## config.mk

```make
export PLATFORM = sky130hd
export DESIGN_NAME = i_fetch
export DESIGN_NICKNAME = d
export VERILOG_FILES = /design/src/rtl/i_fetch.sv
export SDC_FILE = /design/constraint.sdc
export NUM_CORES = 1
export LEC_CHECK = 0
export CAP_MARGIN = 40
export CELL_PAD_IN_SITES_DETAIL_PLACEMENT = 1
export CELL_PAD_IN_SITES_GLOBAL_PLACEMENT = 1
export CORE_MARGIN = 8
export CORE_UTILIZATION = 39
export CTS_CLUSTER_DIAMETER = 60
export DETAILED_ROUTE_END_ITERATION = 8
export GPL_TIMING_DRIVEN = 0
export PLACE_DENSITY = 0.94
export REMOVE_ABC_BUFFERS = 1
export SETUP_SLACK_MARGIN = 0.4
export SYNTH_ARGS = -nofsm -noshare
export SYNTH_HDL_FRONTEND = slang
export SYNTH_SLANG_ARGS = --single-unit
```

## constraint.sdc

```tcl
create_clock -name clk -period 3.4 [get_ports clk]
set_clock_uncertainty 0.15 [all_clocks]
set_input_delay 0.51 -clock clk [delete_from_list [all_inputs] [get_ports clk]]
set_output_delay 0.51 -clock clk [all_outputs]
set_load 0.03 [all_outputs]
```

## src/rtl/i_fetch.sv

```systemverilog
// Instruction fetch stage: owns the PC, hides the 1-cycle i_mem read latency and feeds a 2-entry queue.
// Optional program loader is compiled in when FETCH_LOADER_EN is defined.
module i_fetch #(
  parameter int                ADDR_W     = 4,
  parameter int                DATA_W     = 8,
  parameter logic [ADDR_W-1:0] START_ADDR = '0
) (
  input  logic              clk,
  input  logic              rst_n,
  input  logic              start,
  input  logic              halt_req,
  input  logic              redirect_valid,
  input  logic [ADDR_W-1:0] redirect_addr,
  output logic [ADDR_W-1:0] imem_addr,
  output logic              imem_we,
  output logic [DATA_W-1:0] imem_din,
  input  logic [DATA_W-1:0] imem_dout,
  output logic [DATA_W-1:0] instr,
  output logic [ADDR_W-1:0] instr_pc,
  output logic              instr_valid,
  input  logic              instr_ready,
  output logic              running,
  output logic              halted,
  input  logic              load_valid,
  input  logic [DATA_W-1:0] load_data,
  input  logic              load_last
);

  typedef enum logic [2:0] {
    ST_IDLE,
    ST_RUN,
    ST_DRAIN,
    ST_HALT
`ifdef FETCH_LOADER_EN
    , ST_LOAD
`endif
  } state_t;

  typedef struct packed {
    logic [DATA_W-1:0] data;
    logic [ADDR_W-1:0] pc;
  } entry_t;

  state_t            state_q, state_d;
  logic [ADDR_W-1:0] pc_q, pc_d;
  logic              inflight_q, inflight_d;
  logic [ADDR_W-1:0] inflight_pc_q, inflight_pc_d;
  logic [1:0]        count_q, count_d;
  entry_t            q_q [2];
  entry_t            q_d [2];

  logic       pop, push, issue, flush, wr_hi;
  logic [2:0] used;

`ifdef FETCH_LOADER_EN
  logic [ADDR_W-1:0] load_ptr_q, load_ptr_d;
`else
  logic unused_load;
  assign unused_load = ^{load_valid, load_data, load_last};
`endif

  assign instr_valid = (count_q != 2'd0);
  assign instr       = q_q[0].data;
  assign instr_pc    = q_q[0].pc;
  assign running     = (state_q == ST_RUN);
  assign halted      = (state_q == ST_HALT);

  assign pop   = instr_valid & instr_ready;
  assign used  = {1'b0, count_q} + {2'b00, inflight_q};
  assign wr_hi = ((count_q - {1'b0, pop}) != 2'd0);

  // NOTE: every signal driven here gets a default first, so no path leaves one unassigned (no latches).
  always_comb begin
    state_d       = state_q;
    pc_d          = pc_q;
    inflight_d    = 1'b0;
    inflight_pc_d = inflight_pc_q;
    count_d       = count_q;
    q_d           = q_q;
    issue         = 1'b0;
    flush         = 1'b0;
    push          = inflight_q;
    imem_addr     = pc_q;
    imem_we       = 1'b0;
    imem_din      = '0;
`ifdef FETCH_LOADER_EN
    load_ptr_d    = load_ptr_q;
`endif

    unique case (state_q)
      ST_IDLE: begin
`ifdef FETCH_LOADER_EN
        if (load_valid) begin
          imem_we    = 1'b1;
          imem_addr  = load_ptr_q;
          imem_din   = load_data;
          load_ptr_d = load_ptr_q + 1'b1;
          state_d    = ST_LOAD;
          if (load_last) begin
            load_ptr_d = '0;
            state_d    = ST_IDLE;
          end
        end else
`endif
        if (start) begin
          state_d = ST_RUN;
          pc_d    = START_ADDR;
        end
      end
`ifdef FETCH_LOADER_EN
      ST_LOAD: begin
        if (load_valid) begin
          imem_we    = 1'b1;
          imem_addr  = load_ptr_q;
          imem_din   = load_data;
          load_ptr_d = load_ptr_q + 1'b1;
          if (load_last) begin
            load_ptr_d = '0;
            state_d    = ST_IDLE;
          end
        end
      end
`endif
      ST_RUN: begin
        if (redirect_valid) begin
          pc_d  = redirect_addr;
          flush = 1'b1;
          if (halt_req) state_d = ST_DRAIN;
        end else if (halt_req) begin
          state_d = ST_DRAIN;
        end else if (used < (3'd2 + {2'b00, pop})) begin
          // Credit: queued + in-flight, less what leaves this cycle, must stay below capacity.
          issue = 1'b1;
        end
      end
      ST_DRAIN: begin
        if (redirect_valid) begin
          pc_d  = redirect_addr;
          flush = 1'b1;
        end else if (count_q == 2'd0 && !inflight_q) begin
          state_d = ST_HALT;
        end
      end
      ST_HALT: begin
        if (start) state_d = ST_RUN;
      end
      default: state_d = ST_IDLE;
    endcase

    if (issue) begin
      pc_d          = pc_q + 1'b1;
      inflight_d    = 1'b1;
      inflight_pc_d = pc_q;
    end

    if (flush) begin
      count_d = 2'd0;
    end else begin
      if (pop) q_d[0] = q_q[1];
      if (push) begin
        if (wr_hi) q_d[1] = '{data: imem_dout, pc: inflight_pc_q};
        else       q_d[0] = '{data: imem_dout, pc: inflight_pc_q};
      end
      count_d = count_q + {1'b0, push} - {1'b0, pop};
    end
  end

  // NOTE: state updates use non-blocking assignments so all registers see pre-edge values.
  always_ff @(posedge clk or negedge rst_n) begin
    if (!rst_n) begin
      state_q       <= ST_IDLE;
      pc_q          <= START_ADDR;
      inflight_q    <= 1'b0;
      inflight_pc_q <= '0;
      count_q       <= 2'd0;
      // NOTE: queue storage is reset too, because instr/instr_pc are visible outputs that must read 0.
      q_q[0]        <= '0;
      q_q[1]        <= '0;
`ifdef FETCH_LOADER_EN
      load_ptr_q    <= '0;
`endif
    end else begin
      state_q       <= state_d;
      pc_q          <= pc_d;
      inflight_q    <= inflight_d;
      inflight_pc_q <= inflight_pc_d;
      count_q       <= count_d;
      q_q           <= q_d;
`ifdef FETCH_LOADER_EN
      load_ptr_q    <= load_ptr_d;
`endif
    end
  end

endmodule
```

==> impl_metrics.tcl <==
set metrics [dict create \
    ys_seq_area_share_pct 46.1 \
    critical_path.max_fanout 15 \
    via_count 1528 \
    ys_ff_latch 37 \
    worstSetupStartpointType "flop" \
    max_slew_margin_pct 43.4 \
    syn_inst 202 \
    antenna_cells 0 \
    antenna_found_initial 0 \
    routed_wl_um 4900 \
    setup_ws_ns 0.693 \
    initial_core_util_pct 39.8 \
    cts_htree_levels 2 \
    drt-wirelength-per-cell_um 16.6 \
    area_growth_pct 18.4 \
    syn_area_um2 2010 \
    cts_sinks 37 \
    clk_latency_ns 0.29 \
    setup_viol 0 \
    synth_cell_types 38 \
    tns_ns 0 \
    core-area_um2 5040 \
    p_per_area_nw_per_um2 934 \
    p_leak_nw 1.13 \
    die_x_um 87.7 \
    cts_buffer_depth 2 \
    grt_usage_pct 13.6 \
    dp.final_hpwl_um 3700 \
    avgSynthCellArea_um2 9.94 \
    dieArea_um2 7700 \
    cts_resized 0 \
    vias_per_cell 5.16 \
    num_io_pins 56 \
    multi_input_area_um2 872 \
    cts_tree "yes" \
    grt_pass1_vias 1648 \
    final-seq-area_um2 926 \
    end_kind "flop" \
    total_power_mw 2.22 \
    nFillCells 591 \
    critical_path_required_ns 3.43 \
    synth_ff_type "dfrtp_1" \
    worstMarginPinSlew_ns 0.850 \
    rsz0062_at_grt "false" \
    cap_violations 0 \
    utilization_pct 47.1 \
    grt_pass1_wl_um 8150 \
    post_cts_buffers 0 \
    synth_edf_count 0 \
    fp.dieH_um 87.7 \
    hold_violations 0 \
    num_rows 26 \
    place_ws_ns 0.444 \
    ant_nets 0 \
    hold_path.class "input port to asynchronous set/reset pin" \
    numPortBuffers 36 \
    layout_min_cycle_time_ns 2.71 \
    async_reset_ff_share_pct 100 \
    cp.arrival_ns 2.73 \
    dp_cells 290 \
    synth_warnings 0 \
    cts_hold_buf 0 \
    drtPass1Iterations 4 \
    clk_pin_slew_worst_paths_ns 0.07 \
    final_nets 265 \
    cts_buffers 5 \
    critPathKind "flop to flop" \
    drt_iter0_drc 61 \
    drc 0 \
    place_congestion 0.746 \
    fmax_mhz 369 \
    grt-ovfl-total 0 \
    slew_violations 0 \
    drive_gt1_share_pct 13.7 \
    post-route-period-util_pct 79.6 \
    finalNonFillerCells 296 \
    status "complete, no violations" \
    grt_max_degree 38 \
    ir_drop_mv 0.458 \
    cts_root_buffer "clkbuf_8" \
]
==> registers in the layout, indices dropped and copies added, names as in the netlist <==
| register | cells |
|---|---|
| q_q | 12 |
| instr | 8 |
| imem_addr | 4 |
| inflight_pc_q | 4 |
| instr_pc | 4 |
| count_q | 2 |
| state_q | 2 |
| inflight_q | 1 |
==> where the power goes <==
part	switching (mW)	leakage (nW)	total, mW	internal (mW)
clock	0.153	0.0399	0.287	0.135
sequential	0.138	0.469	0.767	0.629
combinational	0.684	0.619	1.17	0.482
==> worst max-delay path, cell delays in order (launching register included) <==
cell and delay (ns):
dfrtp_1 0.42, inv_1 0.10, ha_1 0.47, nand2_2 0.33
nand2_1 0.09, a21oi_1 0.41, buf_4 0.27, mux2_2 0.35
==> cells in the mapped netlist, types with 3 or more instances <==
master,number,area [um^2]
buf_2,3,15.0
nand3_1,39,195
dfrtp_1,37,926
ha_1,10,125
o21ai_1,4,20.0
nand2_1,27,101
mux2_2,12,135
buf_4,22,165
clkbuf_1,3,11.3
a21oi_1,3,15.0
inv_1,9,33.8
==> per-layer routing <==
layer  track usage (%)  vias up  routed length (um)
li1                  -      707                   -
met1              15.0      779                2100
met2              24.4       36                2490
met3              2.91        6                 237
met4              5.63        0                  79
met5                 0        -                   0
==> final timing paths <==
check,slack (ns),cells after the start,end,from
hold / removal,0.17,1,instr[5],rst_n
max in group asynchronous,2.40,1,inflight_pc_q[3],rst_n
setup / recovery,0.69,7,q_q[6],state_q[0]
hold reg to reg,0.34,2,instr[2],instr[2]
min in group clk,0.34,2,instr[2],instr[2]
setup reg to reg,0.69,7,q_q[6],state_q[0]
==> cells in the final DEF, fill, tap and decap left out, types with 2 or more instances in the layout <==
| master | count |
|---|---|
| mux2_2 | 12 |
| dfrtp_1 | 37 |
| nand2_1 | 26 |
| ha_1 | 10 |
| clkbuf_8 | 5 |
| buf_4 | 3 |
| o21ai_0 | 2 |
| and2_1 | 2 |
| a22oi_1 | 2 |
| conb_1 | 9 |
| and3_1 | 2 |
| clkinv_2 | 2 |
| nand3_1 | 39 |
| a21oi_1 | 3 |
| mux2i_1 | 2 |
| clkdlybuf4s50_1 | 35 |
| a31oi_1 | 2 |
| o21ai_1 | 4 |
| inv_1 | 9 |
==> layout make-up <==
cell class              count  share of cell area, %
inverters                  10                   1.63
clock inverters             1                  0.211
repair buffers             39                   15.9
well taps                  70                   3.69
flip-flops and latches     37                   39.0
clock buffers               5                   2.90
multi-input cells         134                   36.7
==> cell families after synthesis <==
logic type                 count (synthesis)  synth area share, %
and+or+nand+nor                           77                 18.8
adders and majority gates                 10                 6.23
buffers and inverters                     39                 12.0
DFF                                       37                 46.1
muxes                                     14                 7.73
AOI/OAI and AO/OA                         22                 7.98
xor gates and xnor gates                   2                0.873
other                                      1                0.187
==> metrics by stage <==
stage	hold slack (ns)	instance area, um^2
final	0.170	2380
after global routing	0.226	2380
after CTS	0.196	2370
after detailed placement	0.332	2300
after global placement	0.325	2280
after floorplan	0.0644	1830
(Power assumes the default switching activity.)
==> edit (config.mk and constraints unchanged) <==
Add a define of `FETCH_LOADER_EN`.
--- a/src/rtl/i_fetch.sv
+++ b/src/rtl/i_fetch.sv
@@ -1,5 +1,7 @@
 // Instruction fetch stage: owns the PC, hides the 1-cycle i_mem read latency and feeds a 2-entry queue.
 // Optional program loader is compiled in when FETCH_LOADER_EN is defined.
+`define FETCH_LOADER_EN
+
 module i_fetch #(
   parameter int                ADDR_W     = 4,
   parameter int                DATA_W     = 8,
Check against the original RTL: not equivalent (Yosys sat finds a counterexample within 4 cycles, from zero or initial values and one cycle with rst_n low).
==> edit against the unedited design <==
The run now ends with negative hold slack left. Area after synthesis increased by 7.9%. Via count increased by 14%. Synthesized cell count increased by 6.9%. Power increased by 19%. Sequential power increased by 23%. Sequential cell count increased by 5. Cell area increased by 18%. Worst setup slack got worse by 0.11 ns. Routed wire length increased by 20%.
==> edit: results (changes against the unedited design) <==
outcome complete, but fails checks; violated checks negative hold slack; Min Hold Slack -0.00334 ns (-0.174 ns); Clk Latency, worst-skew pair 0.29 ns (about the same); first-pass GRT wire length 9.98 mm (+22%); Pre-antenna DRT Iters 4 (unchanged); vias 1749 (+14%); CTS resizes 9 (+9); DP Wirelength 4.55 mm (+23%); GR Layer Usage met1 17.2% (+2.1 points); number of global-route vias before repair 1957 (+19%); maximum root-to-sink buffer count 2 (unchanged); fraction of registers with async set/reset 100% (unchanged); GR Util met2 26.9% (+2.5 points); Slew @ Worst Pin 0.611 ns (-0.239 ns); crit path launch state_q[1]$_DFFE_PN0P_; Inst Count DP 322 (+11%); top post-synthesis cells by area dfrtp_1 (49%), mux2_2 (8.3%), buf_4 (4.5%); total track usage 14.8% (+1.2 points); largest net degree at the start of global routing 27 (-29%); Num CTS Buffers 5 (unchanged); Post-synth top cells dfrtp_1 (42), nor2_1 (24), nand2_1 (20); Total Nets Final 293 (+11%); Clk pin slew, worst setup/hold paths 0.07 ns (about the same); Fin. Hold Viols 16 (+16); Netlist cell types 37 (-2.6%); syn avg cell area 10.0 µm² (+0.92%); Setup Fix Bufs, Post-CTS 0 (unchanged); Crit Path Max Fanout 11 (-4); drt initial violations 63 (+3.3%); FF-to-FF Start count_q[1]$_DFF_PN0_; Largest Register q_q; Hold Crit Class input port to async pin; H-tree Lvls 2 (unchanged); max FFs per register 12 (unchanged); CTS tree done; Area after DPL 0.00268 mm² (+16%); Setup WS pre-CTS 0.101 ns (-0.344 ns); grt met3 use 2.49% (-0.41 points); Placer Congestion 0.748 (+0.28%); LEAKAGE 1.29 nW (+15%); WP data arrival 2.15 ns (-0.58 ns); YS warnings 0 (unchanged); CTS Root Cell clkbuf_8; initial antenna violation count 0 (unchanged); share of layout cells above drive strength 1 13.9% (+0.18 points); non-filler instance count after layout 331 (+12%); post-synthesis sequential area ratio 48.5% (+2.4 points); ANT cells 0 (unchanged); IO buf count 55 (+53%); Routed WL 5.87 mm (+20%); VDD IR max 0.000428 V (-6.6%)
-- edit: cell count changes after synthesis, sizes merged, moves of 7 or more --
cell,delta
a21oi,+11
and3,+7
buf,-9
nand2,-7
nand3,-34
nor2,+22
o22ai,+12
-- edit: metal layers --
metal,wire length [µm],share of wire (%)
met1,2490,42
met2,3180,54
met3,122,2.1
met4,76,1.3
met5,0,0
-- edit: report_power, final --
group / leakage [nW] / internal, mW / switching [mW]
clock: 0.0383 / 0.141 / 0.155
sequential: 0.522 / 0.735 / 0.205
combinational: 0.734 / 0.602 / 0.794
total: 1.29 / 1.48 / 1.15
-- edit: kinds of logic after synthesis --
group / count (synthesis) / synth area share (%)
compound gates: 45 / 13.4
xor+xnor: 3 / 1.21
fa+ha+maj: 6 / 3.47
buf+inv: 32 / 8.61
flops: 42 / 48.5
mux: 19 / 9.94
simple gates: 69 / 14.8
-- edit: layout make-up --
cell class | instances | area (µm²)
clock buffers | 7 | 76.3
fillers | 619 | 2650
inverters | 9 | 33.8
multi-input cells | 142 | 957
flip-flops and latches | 42 | 1050
well taps | 72 | 90.1
repair buffers | 59 | 586
-- edit: final timing paths --
check / to / cells after the start / slack (ns)
max reg2reg: instr_pc[0]$_DFFE_PN0N_ / 9 / 0.71
min in group clk: q_q[6]$_DFFE_PN0P_ / 1 / 0.37
min: instr[2]$_DFFE_PN0N_ / 1 / -0.003
min reg2reg: q_q[6]$_DFFE_PN0P_ / 1 / 0.37
max: imem_we / 4 / 0.59
max in group asynchronous: load_ptr_q[1]$_DFFE_PN0P_ / 2 / 2.63
-- edit: worst max-delay path, cell delays in order, from the launching register on --
cell             delay [ns]
dfrtp_1                0.49
nor2_4                 0.26
nand2_2                0.19
inv_1                  0.22
clkdlybuf4s50_1        0.71
